--- config.mk ---
export PLATFORM = sky130hd
export DESIGN_NAME = dot_scan_controller
export DESIGN_NICKNAME = d
export VERILOG_FILES = /design/src/rtl/dot_scan_controller.sv
export SDC_FILE = /design/constraint.sdc
export NUM_CORES = 1
export LEC_CHECK = 0
export ABC_AREA = 1
export CAP_MARGIN = 20
export CORE_MARGIN = 2
export CORE_UTILIZATION = 51
export DETAILED_ROUTE_END_ITERATION = 10
export PLACE_DENSITY = 0.84
export SLEW_MARGIN = 20
export SYNTH_ARGS = -nofsm -noshare
export SYNTH_HDL_FRONTEND = slang
export SYNTH_SLANG_ARGS = --single-unit
--- constraint.sdc ---
create_clock -name clock -period 2 [get_ports clock]
set_clock_uncertainty 0.1 [all_clocks]
set_input_delay 0.3 -clock clock [delete_from_list [all_inputs] [get_ports clock]]
set_output_delay 0.3 -clock clock [all_outputs]
set_load 0.01 [all_outputs]
--- src/rtl/dot_scan_controller.sv ---
// Dot-matrix scan controller: walks row/column addresses, waits for the
// address to settle, then pulses the motor drive for dots the sequencer enables.
module dot_scan_controller #(
   parameter int MEM_LENGTH         = 128,
   parameter int MEM_ADDRESS_LENGTH = 7
) (
   input  logic                          clock,
   input  logic                          reset_n,
   input  logic                          start,
   input  logic                          abort,
   input  logic                          loop_en,
   input  logic [MEM_ADDRESS_LENGTH-1:0] last_row,
   input  logic [MEM_ADDRESS_LENGTH-1:0] last_col,
   input  logic [7:0]                    settle_cycles,
   input  logic [15:0]                   fire_cycles,
   input  logic                          firing_bit,
   input  logic                          firing_data,
   output logic [MEM_ADDRESS_LENGTH-1:0] row_select,
   output logic [MEM_ADDRESS_LENGTH-1:0] col_select,
   output logic                          drive_en,
   output logic                          drive_pol,
   output logic                          busy,
   output logic                          frame_done
);

   localparam int AW = MEM_ADDRESS_LENGTH;

   typedef enum logic [2:0] {IDLE, SETTLE, FIRE, NEXT, DONE} state_t;

   state_t          state_q, state_d;
   logic [AW-1:0]   row_q, row_d, col_q, col_d;
   logic [AW-1:0]   last_row_q, last_row_d, last_col_q, last_col_d;
   logic [7:0]      settle_q, settle_d;
   logic [15:0]     fire_q, fire_d;
   logic [15:0]     cnt_q, cnt_d;
   logic            pol_q, pol_d;
   logic            drive_en_q, drive_en_d;
   logic            drive_pol_q, drive_pol_d;
   logic            load_cfg;

   function automatic logic [AW-1:0] clamp_idx(input logic [AW-1:0] idx);
      if (int'(idx) >= MEM_LENGTH) return AW'(MEM_LENGTH - 1);
      return idx;
   endfunction

   always_comb begin
      state_d    = state_q;
      row_d      = row_q;
      col_d      = col_q;
      last_row_d = last_row_q;
      last_col_d = last_col_q;
      settle_d   = settle_q;
      fire_d     = fire_q;
      cnt_d      = cnt_q;
      pol_d      = pol_q;
      load_cfg   = 1'b0;

      case (state_q)
         IDLE: begin
            if (start) begin
               load_cfg = 1'b1;
               state_d  = SETTLE;
            end
         end
         SETTLE: begin
            // The sequencer's dot bits are only trusted once the address has settled.
            if (cnt_q == {8'd0, settle_q}) begin
               pol_d   = firing_data;
               cnt_d   = 16'd0;
               state_d = firing_bit ? FIRE : NEXT;
            end else begin
               cnt_d = cnt_q + 16'd1;
            end
         end
         FIRE: begin
            if (cnt_q == fire_q) begin
               cnt_d   = 16'd0;
               state_d = NEXT;
            end else begin
               cnt_d = cnt_q + 16'd1;
            end
         end
         NEXT: begin
            if (row_q == last_row_q && col_q == last_col_q) begin
               state_d = DONE;
            end else begin
               state_d = SETTLE;
               cnt_d   = 16'd0;
               if (col_q < last_col_q) begin
                  col_d = col_q + 1'b1;
               end else begin
                  col_d = '0;
                  row_d = row_q + 1'b1;
               end
            end
         end
         DONE: begin
            if (loop_en) begin
               load_cfg = 1'b1;
               state_d  = SETTLE;
            end else begin
               state_d = IDLE;
            end
         end
         default: state_d = IDLE;
      endcase

      if (load_cfg) begin
         last_row_d = clamp_idx(last_row);
         last_col_d = clamp_idx(last_col);
         settle_d   = settle_cycles;
         fire_d     = fire_cycles;
         row_d      = '0;
         col_d      = '0;
         cnt_d      = 16'd0;
      end

      if (abort) begin
         state_d = IDLE;
         row_d   = '0;
         col_d   = '0;
         cnt_d   = 16'd0;
      end

      // Drive outputs are registered from the next state so they line up with FIRE exactly.
      drive_en_d  = (state_d == FIRE);
      drive_pol_d = drive_en_d & pol_d;
   end

   always_ff @(posedge clock) begin
      if (!reset_n) begin
         state_q     <= IDLE;
         row_q       <= '0;
         col_q       <= '0;
         last_row_q  <= '0;
         last_col_q  <= '0;
         settle_q    <= 8'd0;
         fire_q      <= 16'd0;
         cnt_q       <= 16'd0;
         pol_q       <= 1'b0;
         drive_en_q  <= 1'b0;
         drive_pol_q <= 1'b0;
      end else begin
         state_q     <= state_d;
         row_q       <= row_d;
         col_q       <= col_d;
         last_row_q  <= last_row_d;
         last_col_q  <= last_col_d;
         settle_q    <= settle_d;
         fire_q      <= fire_d;
         cnt_q       <= cnt_d;
         pol_q       <= pol_d;
         drive_en_q  <= drive_en_d;
         drive_pol_q <= drive_pol_d;
      end
   end

   assign row_select = row_q;
   assign col_select = col_q;
   assign drive_en   = drive_en_q;
   assign drive_pol  = drive_pol_q;
   assign busy       = (state_q != IDLE);
   assign frame_done = (state_q == DONE);

endmodule

==> Flow_metrics.wiki <==
{| class="wikitable"
! Metric !! Value
|-
| Result of the run || completed
|-
| Critical path type || flip-flop to flip-flop
|-
| Type of element launching the critical path || flip-flop
|-
| Library cell contributing the largest single delay on the critical path || dfxtp_2
|-
| Total wire length after detailed routing || about 11 mm
|-
| Multi-input gate area in the final layout || 2390 sq um
|-
| Core Footprint || between 8000 and 9000 sq um
|-
| Number of global-route vias before repair || slightly above 4k
|-
| Final count of hold timing violations || 0
|-
| Largest net degree at the start of global routing || 51
|-
| Buffer cell driving the clock tree root || clkbuf_8
|-
| Ant. Diodes || 0
|-
| Sequential cell area fraction in the yosys report || 0.353
|-
| Cell leakage power || 2.24 nW
|-
| Fraction of the cycle the final worst path needs || 0.969
|-
| Number of antenna violations at the first check in global routing || 0
|-
| Launch point of the worst path || last_col_q[6]$_SDFFE_PN0P_
|-
| CP required || about 2.2 ns
|-
| Post-synth cell types || 34
|-
| Routed Antenna Nets || 0
|-
| Total via count in the routed design || around 4.3k
|-
| Post-route minimum period || a little under 2 ns
|-
| Wire length of the first global-routing pass || 18.1 mm
|-
| Initial core utilization || 0.519
|-
| Average routed wire per standard cell || between 10 and 15 microns
|-
| Die X-Extent || 94.7 microns
|-
| I/O pin total || between 60 and 70
|-
| Fraction of layout cells with a size suffix above 1 || 0.155
|-
| Count of filler cells inserted in the layout || between 600 and 700
|-
| Syn nets || around 690
|-
| Tightest Pin Transition || about 0.43 ns
|-
| Final Hold Slack || roughly 0.37 ns
|-
| TritonCTS clock tree || built
|-
| Final net count || between 700 and 800
|-
| Critical path endpoint category || flip-flop
|-
| Peak-usage layer in the global routing report || met2
|-
| Starting DRT DRC Count || 302
|-
| Register bit count reported by yosys || between 70 and 80
|-
| P&R area growth vs syn || 29.6%
|-
| Post-DR vias/cell || 5.30
|-
| Area taken by flip-flops and latches || about 1500 sq um
|-
| Post-detail-place hpwl || 7.93 mm
|-
| Number of failing setup endpoints in the final timing report || 0
|-
| Flop2flop setup slack || 0.06 ns
|-
| Row Count || 33
|-
| Number of buffers and inverters on the critical path || 2
|-
| Worst rel slew slack || 0.710
|-
| Clk sink count || 74
|-
| Max_cap viols || 0
|-
| Total number of yosys warnings || 0
|-
| Slew Limit Fails || 0
|-
| Clock input transition at the sequential cells of the worst setup and hold paths || 0.08 ns
|-
| Leading cell type in the layout, fill and taps excluded || nand2_1
|-
| Post-synth design cell area || 4200 sq um
|-
| Die Span Y || about 95 microns
|-
| Final Power || 0.00340 W
|-
| Worst EP arrival || about 2.1 ns
|-
| Layout Cells excl Fill || 820
|-
| Worst vdd ir || about 0.36 mV
|-
| Hold WC Path Type || flip-flop to flip-flop
|-
| Overall Global Routing Usage || 0.254
|-
| H-tree level count || 3
|-
| Achievable Freq || 0.516 GHz
|-
| GRT met3 Usage || 0.0511
|-
| Number of buffers on the longest clock path || 2
|-
| Mean cell area of the mapped netlist || roughly 6.6 sq um
|-
| Final weighted congestion in routability-driven placement || between 0.9 and 1
|-
| Kind of cell adding the most delay to the critical path || simple AND/OR/NAND/NOR gates
|-
| Die area || around 9000 sq um
|-
| R2r startpoint || last_col_q[6]$_SDFFE_PN0P_
|-
| Number of buffers added by the clock tree synthesis step || 9
|-
| Number of design rule violations left after detail routing || 0
|-
| Remaining global-route overflow || 0
|-
| Number of instances in the synthesized netlist || 634
|-
| Setup repair after global routing missed its margin || yes
|-
| Input/output buffers || 62
|-
| Met2 global-route usage || 0.428
|-
| Clock latency on the worst-skew pair || about 0.36 ns
|-
| Critical path, cell by cell || inv_2, ha_4, nand2_4, nor2_4, nand4_1, nor2_2, nand2_2, nand2_4, nand2_8, buf_12, nand2_1, nand2_1, a21oi_1
|-
| Worst path max stage delay || around 0.33 ns
|-
| Met1 track demand over resource in global routing || 0.310
|-
| Power Dens Cells || 626 nW/um^2
|-
| Crit path max fanout || 7
|-
| Cell total after placement || 801
|-
| Beginning of the worst hold path || settle_q[3]$_SDFFE_PN0P_
|-
| Top library cells by usage in the layout, fill and taps aside || nand2_1, nor2_1, inv_1
|-
| 1st-pass router iterations || 5
|}
[path summary, 6_finish.rpt]
kind         cells past startpoint                        to
max                             13    cnt_q[10]$_SDFFE_PP0P_
min                              2  settle_q[3]$_SDFFE_PN0P_
max reg2reg                     13    cnt_q[10]$_SDFFE_PP0P_
min reg2reg                      2  settle_q[3]$_SDFFE_PN0P_
[timing repair]
item | 4_1_cts | 5_1_grt
gates cloned | 0 | 1
hold buffers | 0 | 0
gates resized for setup | 2 | 37
endpoints found under the setup margin | 15 | 59
pin swaps | 1 | 10
setup buffers | 0 | 2
endpoints found under the hold margin | 0 | 0
[layer usage]
metal,part of all wire,routed length (microns)
met5,0,0
met4,0.030,337
met3,0.051,578
met2,0.50,5590
met1,0.42,4740
[metrics by stage]
step / cell area (sq um) / util / setup WS, ns / TNS (ns)
after floorplan: 4200 / - / 0.166 / 0
after global placement: 5030 / 0.621 / 0.0727 / 0
after detailed placement: 5030 / 0.621 / -0.00604 / -0.0135
after CTS: 5260 / 0.649 / 0.0126 / 0
after global routing: 5440 / 0.672 / -0.0635 / -0.402
final: 5440 / 0.672 / 0.0621 / 0
[area by class of cell]
| type | count | share of cell area |
|---|---|---|
| Clock inverter | 5 | 0.0143 |
| Multi-Input combinational cell | 452 | 0.439 |
| Clock buffer | 11 | 0.0260 |
| Sequential cell | 74 | 0.275 |
| Timing Repair Buffer | 90 | 0.165 |
| Tap cell | 105 | 0.0242 |
| Inverter | 83 | 0.0575 |
[report_power, final]
part	switching [W]	internal, W
clock network	0.000574	0.000733
registers	0.0000393	0.00154
logic	0.000281	0.000236
total	0.000894	0.00251
[worst reg2reg max path, cell delays in order (launching register included)]
cell     delay (ns)
dfxtp_2        0.33
inv_2          0.05
ha_4           0.27
nand2_4        0.07
nor2_4         0.11
nand4_1        0.10
nor2_2         0.13
nand2_2        0.08
nand2_4        0.12
nand2_8        0.10
buf_12         0.15
nand2_1        0.06
nand2_1        0.06
a21oi_1        0.13
[registers in the layout (all words and copies together), names as in the netlist]
name        cells
drive_en        1
col_select      7
pol_q           1
cnt_q          16
last_row_q      7
settle_q        8
drive_pol       1
last_col_q      7
row_select      7
state_q         3
fire_q         16
[cell families (layout without fill, tap and decap cells)]
family,after synthesis,after routing,synth area share
AND/OR/NAND/NOR,315,315,0.338
AO/OA/AOI/OAI,110,110,0.134
buffers and inverters,108,189,0.110
flip-flops,74,74,0.353
XOR/XNOR,17,17,0.0355
adder cells (fa/ha/maj),10,10,0.0298
[cell usage after synthesis]
library cell	n	area, sq um
nand2_1	150	563
dfxtp_1	74	1480
inv_1	71	267
nor2_1	70	263
a21oi_1	59	295
nand3_1	48	240
o21ai_0	45	225
xor2_1	13	114
nand4_1	12	75.1
buf_2	10	50.1
ha_1	10	125
inv_2	10	37.5
clkbuf_1	7	26.3
nand3_2	7	70.1
nor2_2	6	37.5
buf_4	5	37.5
nor3_1	5	25.0
nand2_2	4	25.0
xnor2_1	4	35.0
buf_6	3	33.8
nor2_4	3	33.8
nor4_1	3	18.8
o21ai_1	3	15.0
nand2_4	2	22.5
a21oi_2	1	8.76
and2_1	1	6.26
clkinv_1	1	3.75
clkinv_2	1	5.00
nor3_2	1	10.0
nor3_4	1	16.3
nor3b_1	1	7.51
o2111ai_1	1	8.76
o21a_1	1	7.51
or2_1	1	6.26
Power figures use the tool's default switching activity.
==> RTL change 1 (same settings) <==
Remove the register `drive_pol_q`: a continuous assignment takes its place, so the output `drive_pol` follows one clock earlier.
--- a/src/rtl/dot_scan_controller.sv
+++ b/src/rtl/dot_scan_controller.sv
@@ -139,7 +139,6 @@
          cnt_q       <= 16'd0;
          pol_q       <= 1'b0;
          drive_en_q  <= 1'b0;
-         drive_pol_q <= 1'b0;
       end else begin
          state_q     <= state_d;
          row_q       <= row_d;
@@ -151,9 +150,10 @@
          cnt_q       <= cnt_d;
          pol_q       <= pol_d;
          drive_en_q  <= drive_en_d;
-         drive_pol_q <= drive_pol_d;
       end
    end
+
+   assign drive_pol_q = drive_pol_d;
 
    assign row_select = row_q;
    assign col_select = col_q;
Check against the original RTL: not equivalent (Yosys sat finds a counterexample within 4 cycles, from zero or initial values and one cycle with reset_n low).
==> RTL change 1 against the unedited design <==
- the run now ends with negative setup slack left
- sequential cell count is 1 lower
- cell area is 19% higher
- synthesized area is 1.3% lower
- routed wire length is 58% higher
- setup slack worse by 640 ps
- power is 7.3% higher
- clock power is 4% higher
==> RTL change 1: results (changes against the unedited design) <==
status=complete, but fails checks; failing checks=negative setup slack; Synth Area in XOR/XNOR=0.0381 (+0.00260); Routed WL=17.8 mm (+58%); Crit-path slowest cell=dfxtp_1; start of the worst register-to-register path=last_col_q[1]$_SDFFE_PN0P_; Placement Cell Area=5590 um^2 (+11%); Critical Path Source=last_col_q[4]$_SDFFE_PN0P_; setup TNS=-8830 ps (-8830 ps); Hold EP=fire_q[13]$_SDFFE_PN0P_; Reg2Reg Setup Slack=-470 ps (-530 ps); final RePlAce weighted congestion=0.951 (+3.4%); First DRT Iteration DRCs=917 (+200%); synth top area cells=dfxtp_1 35%, nand2_1 16%, inv_1 7.0%, nor2_1 6.7%, a21oi_1 6.4%; Clk Latency, worst-skew pair=380 ps (+20 ps); Setup WS post-layout=-579 ps (-641 ps); vias in the first global route=5,412 (+32%); Final setup viols=32 (+32); fraction of the mapped netlist area in adder cells=0.0302 (+0.000405); syn_nets=699 (+1.5%); first-pass GRT wire length=26.8 mm (+48%); post-synth cell types=33 (-2.9%); Reg2Reg Depth=11 (-2); Synth Area in Compound Gates=0.127 (-0.00665); GRT Overall Usage=0.394 (+0.140); crit path DAT=2180 ps (+60 ps); post-DP HPWL=8.65 mm (+9.0%); layout cells sized above 1=0.285 (+0.130); Pre-antenna DRT Iters=8 (+3); total power=0.00365 W (+7.3%); Critical R2R Capture=row_select[4]$_SDFFE_PP0P_; Vias=5,568 (+28%); Crit path largest cell delay=350 ps (+20 ps); Static Leak=2.76 nW (+23%); WHS=375 ps (+8.40 ps); Psw=0.00108 W (+21%); Synth top cells by count=172 x nand2_1, 77 x inv_1, 74 x nor2_1, 73 x dfxtp_1, 53 x a21oi_1; pre-CTS setup slack=-670 ps (-664 ps); Synth Instances=644 (+1.6%); pin count of the biggest net entering global routing=40 (-22%); Hold Startpoint=fire_q[13]$_SDFFE_PN0P_; Worst VDD drop=0.509 mV (+42%); Slew @ Worst Pin=687 ps (+256 ps)
## RTL change 1: changes by cell type after synthesis, moves of 3 or more
cell	unedited run	this run
a21oi_1	59	53
clkbuf_1	7	10
inv_1	71	77
nand2_1	150	172
nand3_2	7	2
nand4_1	12	8
nor2_1	70	74
nor2_2	6	2
nor3_1	5	10
## RTL change 1: what timing repair did
item | CTS | global route
resized for setup | 87 | 42
setup endpoints to repair | 33 | 45
hold buffers | 0 | 0
pin swaps | 28 | 17
buffers inserted | 37 | 12
cloned | 1 | 0
## RTL change 1: routing by layer
layer | wire length (um) | global-route usage
met2 | 7970 | 0.655
met3 | 2170 | 0.0931
met1 | 6220 | 0.444
met5 | 12 | 0
met4 | 1400 | 0.267
## RTL change 1: cell type report
type | count | area [um^2]
Multi-Input combinational cell | 461 | 2570
Timing Repair Buffer | 189 | 1720
Sequential cell | 73 | 1480
Fill cell | 391 | 1360
Inverter | 87 | 330
Clock buffer | 10 | 128
Tap cell | 102 | 128
Clock inverter | 6 | 92.6
Timing Repair inverter | 1 | 7.51
==> RTL change 2 (same flow settings) <==
Without the edit above. Set the parameter `MEM_ADDRESS_LENGTH` to 14 (it was 7).
--- a/src/rtl/dot_scan_controller.sv
+++ b/src/rtl/dot_scan_controller.sv
@@ -2,7 +2,7 @@
 // address to settle, then pulses the motor drive for dots the sequencer enables.
 module dot_scan_controller #(
    parameter int MEM_LENGTH         = 128,
-   parameter int MEM_ADDRESS_LENGTH = 7
+   parameter int MEM_ADDRESS_LENGTH = 14
 ) (
    input  logic                          clock,
    input  logic                          reset_n,
Ports: changed (resized col_select, last_col, last_row and row_select); port bits go from 63 to 91. No check against the original RTL was run, so the function may have changed too.
==> RTL change 2 against the unedited design <==
- global-route usage up 0.19 points
- hold slack worse by 28 ps
- sequential cell count up 28
- cell area up 50%
- count of clock-buffer cells in the layout up 1
- synthesized area up 42%
- critical endpoint is now row_select[6]$_SDFFE_PP0P_
- power up 31%
- routed wire length up 70%
- sequential share of layout area down 2.3 points
- setup slack worse by 190 ps
- the flow now finishes with violations (negative setup slack)
==> RTL change 2: results (changes against the unedited design) <==
sequential element share of the synthesized area=0.342 (-0.0112); worst-case clock buffer depth=2 (unchanged); Final setup viols=32 (+32); Worst-path clk slew=70 ps; Critical Path Source=last_col_q[7]$_SDFFE_PN0P_; layout cells sized above 1=0.197 (+0.0423); biggest regs=cnt_q (16), fire_q (16); Synth Instances=906 (+43%); final RePlAce weighted congestion=0.956 (+4.0%); failing checks=negative setup slack; Root Driver=clkbuf_16; status=complete, but fails checks; Placement Cell Area=7260 um^2 (+44%); I/O Buffers=90 (+45%); Hold Startpoint=last_col_q[12]$_SDFFE_PN0P_; Nets=1,109 (+45%); Static Leak=3.24 nW (+44%); GRT Overall Usage=0.255 (+0.00186); Routed WL=19.1 mm (+70%); Fillers=825 (+19%); Setup WS post-layout=-127 ps (-190 ps); Placed Instances=1,150 (+44%); Vias=6,682 (+54%); syn_nets=982 (+43%); Pre-antenna DRT Iters=6 (+1); Worst VDD drop=0.385 mV (+7.2%); Hold EP=last_col_q[12]$_SDFFE_PN0P_; post-synth cell types=32 (-5.9%); pre-CTS setup slack=-87.3 ps (-81.2 ps); first-pass GRT wire length=26.5 mm (+46%); pin count of the biggest net entering global routing=54 (+5.9%); First DRT Iteration DRCs=635 (+110%); DR WL/cell=16.2 um (+18%); Rel. slew slack=0.703 (-0.00685); synth top area cells=dfxtp_1 34%, nand2_1 15%, nor2_1 6.8%, inv_1 6.1%, nand3_1 5.4%; post-DP HPWL=11.6 mm (+46%)
[RTL change 2: area by class of cell]
type                            instances  area share
Clock buffer                           12      0.0315
Clock inverter                          4     0.00353
Inverter                              111      0.0520
Multi-Input combinational cell        661       0.455
Sequential cell                       102       0.252
Tap cell                              143      0.0219
Timing Repair Buffer                  147       0.182
Timing Repair inverter                  1     0.00199
[RTL change 2: per-layer routing]
layer  part of all wire  track usage  vias up  wire (um)
met4              0.049       0.0984        0        935
met3              0.093       0.0427      107       1770
met1               0.40        0.349     3044       7670
li1                   -            -     3136          -
met2               0.46        0.406      395       8720
met5                  0            0        -          0
[RTL change 2: critical path, stage by stage (launching register included)]
cell     delay [ps]
dfxtp_1         310
inv_1            80
ha_4            290
nand2_2          90
a21oi_2         140
nand2_1          80
nor2_2           90
nand2_2          70
nor2_4          200
nor2_4          130
buf_6           150
nand2_8          80
nand2_1          60
a21oi_1         170
[RTL change 2: cell families after synthesis]
kind of cell,share of synthesized area
simple gates,0.346
compound gates,0.112
xor+xnor,0.0601
flops,0.342
fa+ha+maj,0.0356
buf+inv,0.105
[RTL change 2: where the power goes]
| part | internal, W | leakage (nW) | switching, W |
|---|---|---|---|
| Sequential | 0.00210 | 0.836 | 0.0000371 |
| Clock | 0.000916 | 0.135 | 0.000800 |
| Combinational | 0.000266 | 2.27 | 0.000330 |
| Total | 0.00328 | 3.24 | 0.00117 |
[RTL change 2: through the flow]
stage	setup TNS [ps]	utilization
after floorplan	0	-
after global placement	-227	0.636
after detailed placement	-1030	0.636
after CTS	0	0.664
after global routing	-5150	0.714
final	-1460	0.714
[RTL change 2: repair_timing]
item,in CTS,in global routing
buffers inserted,0,6
resized for setup,10,96
endpoints found under the setup margin,42,54
gates cloned,0,9
pin swaps,0,37
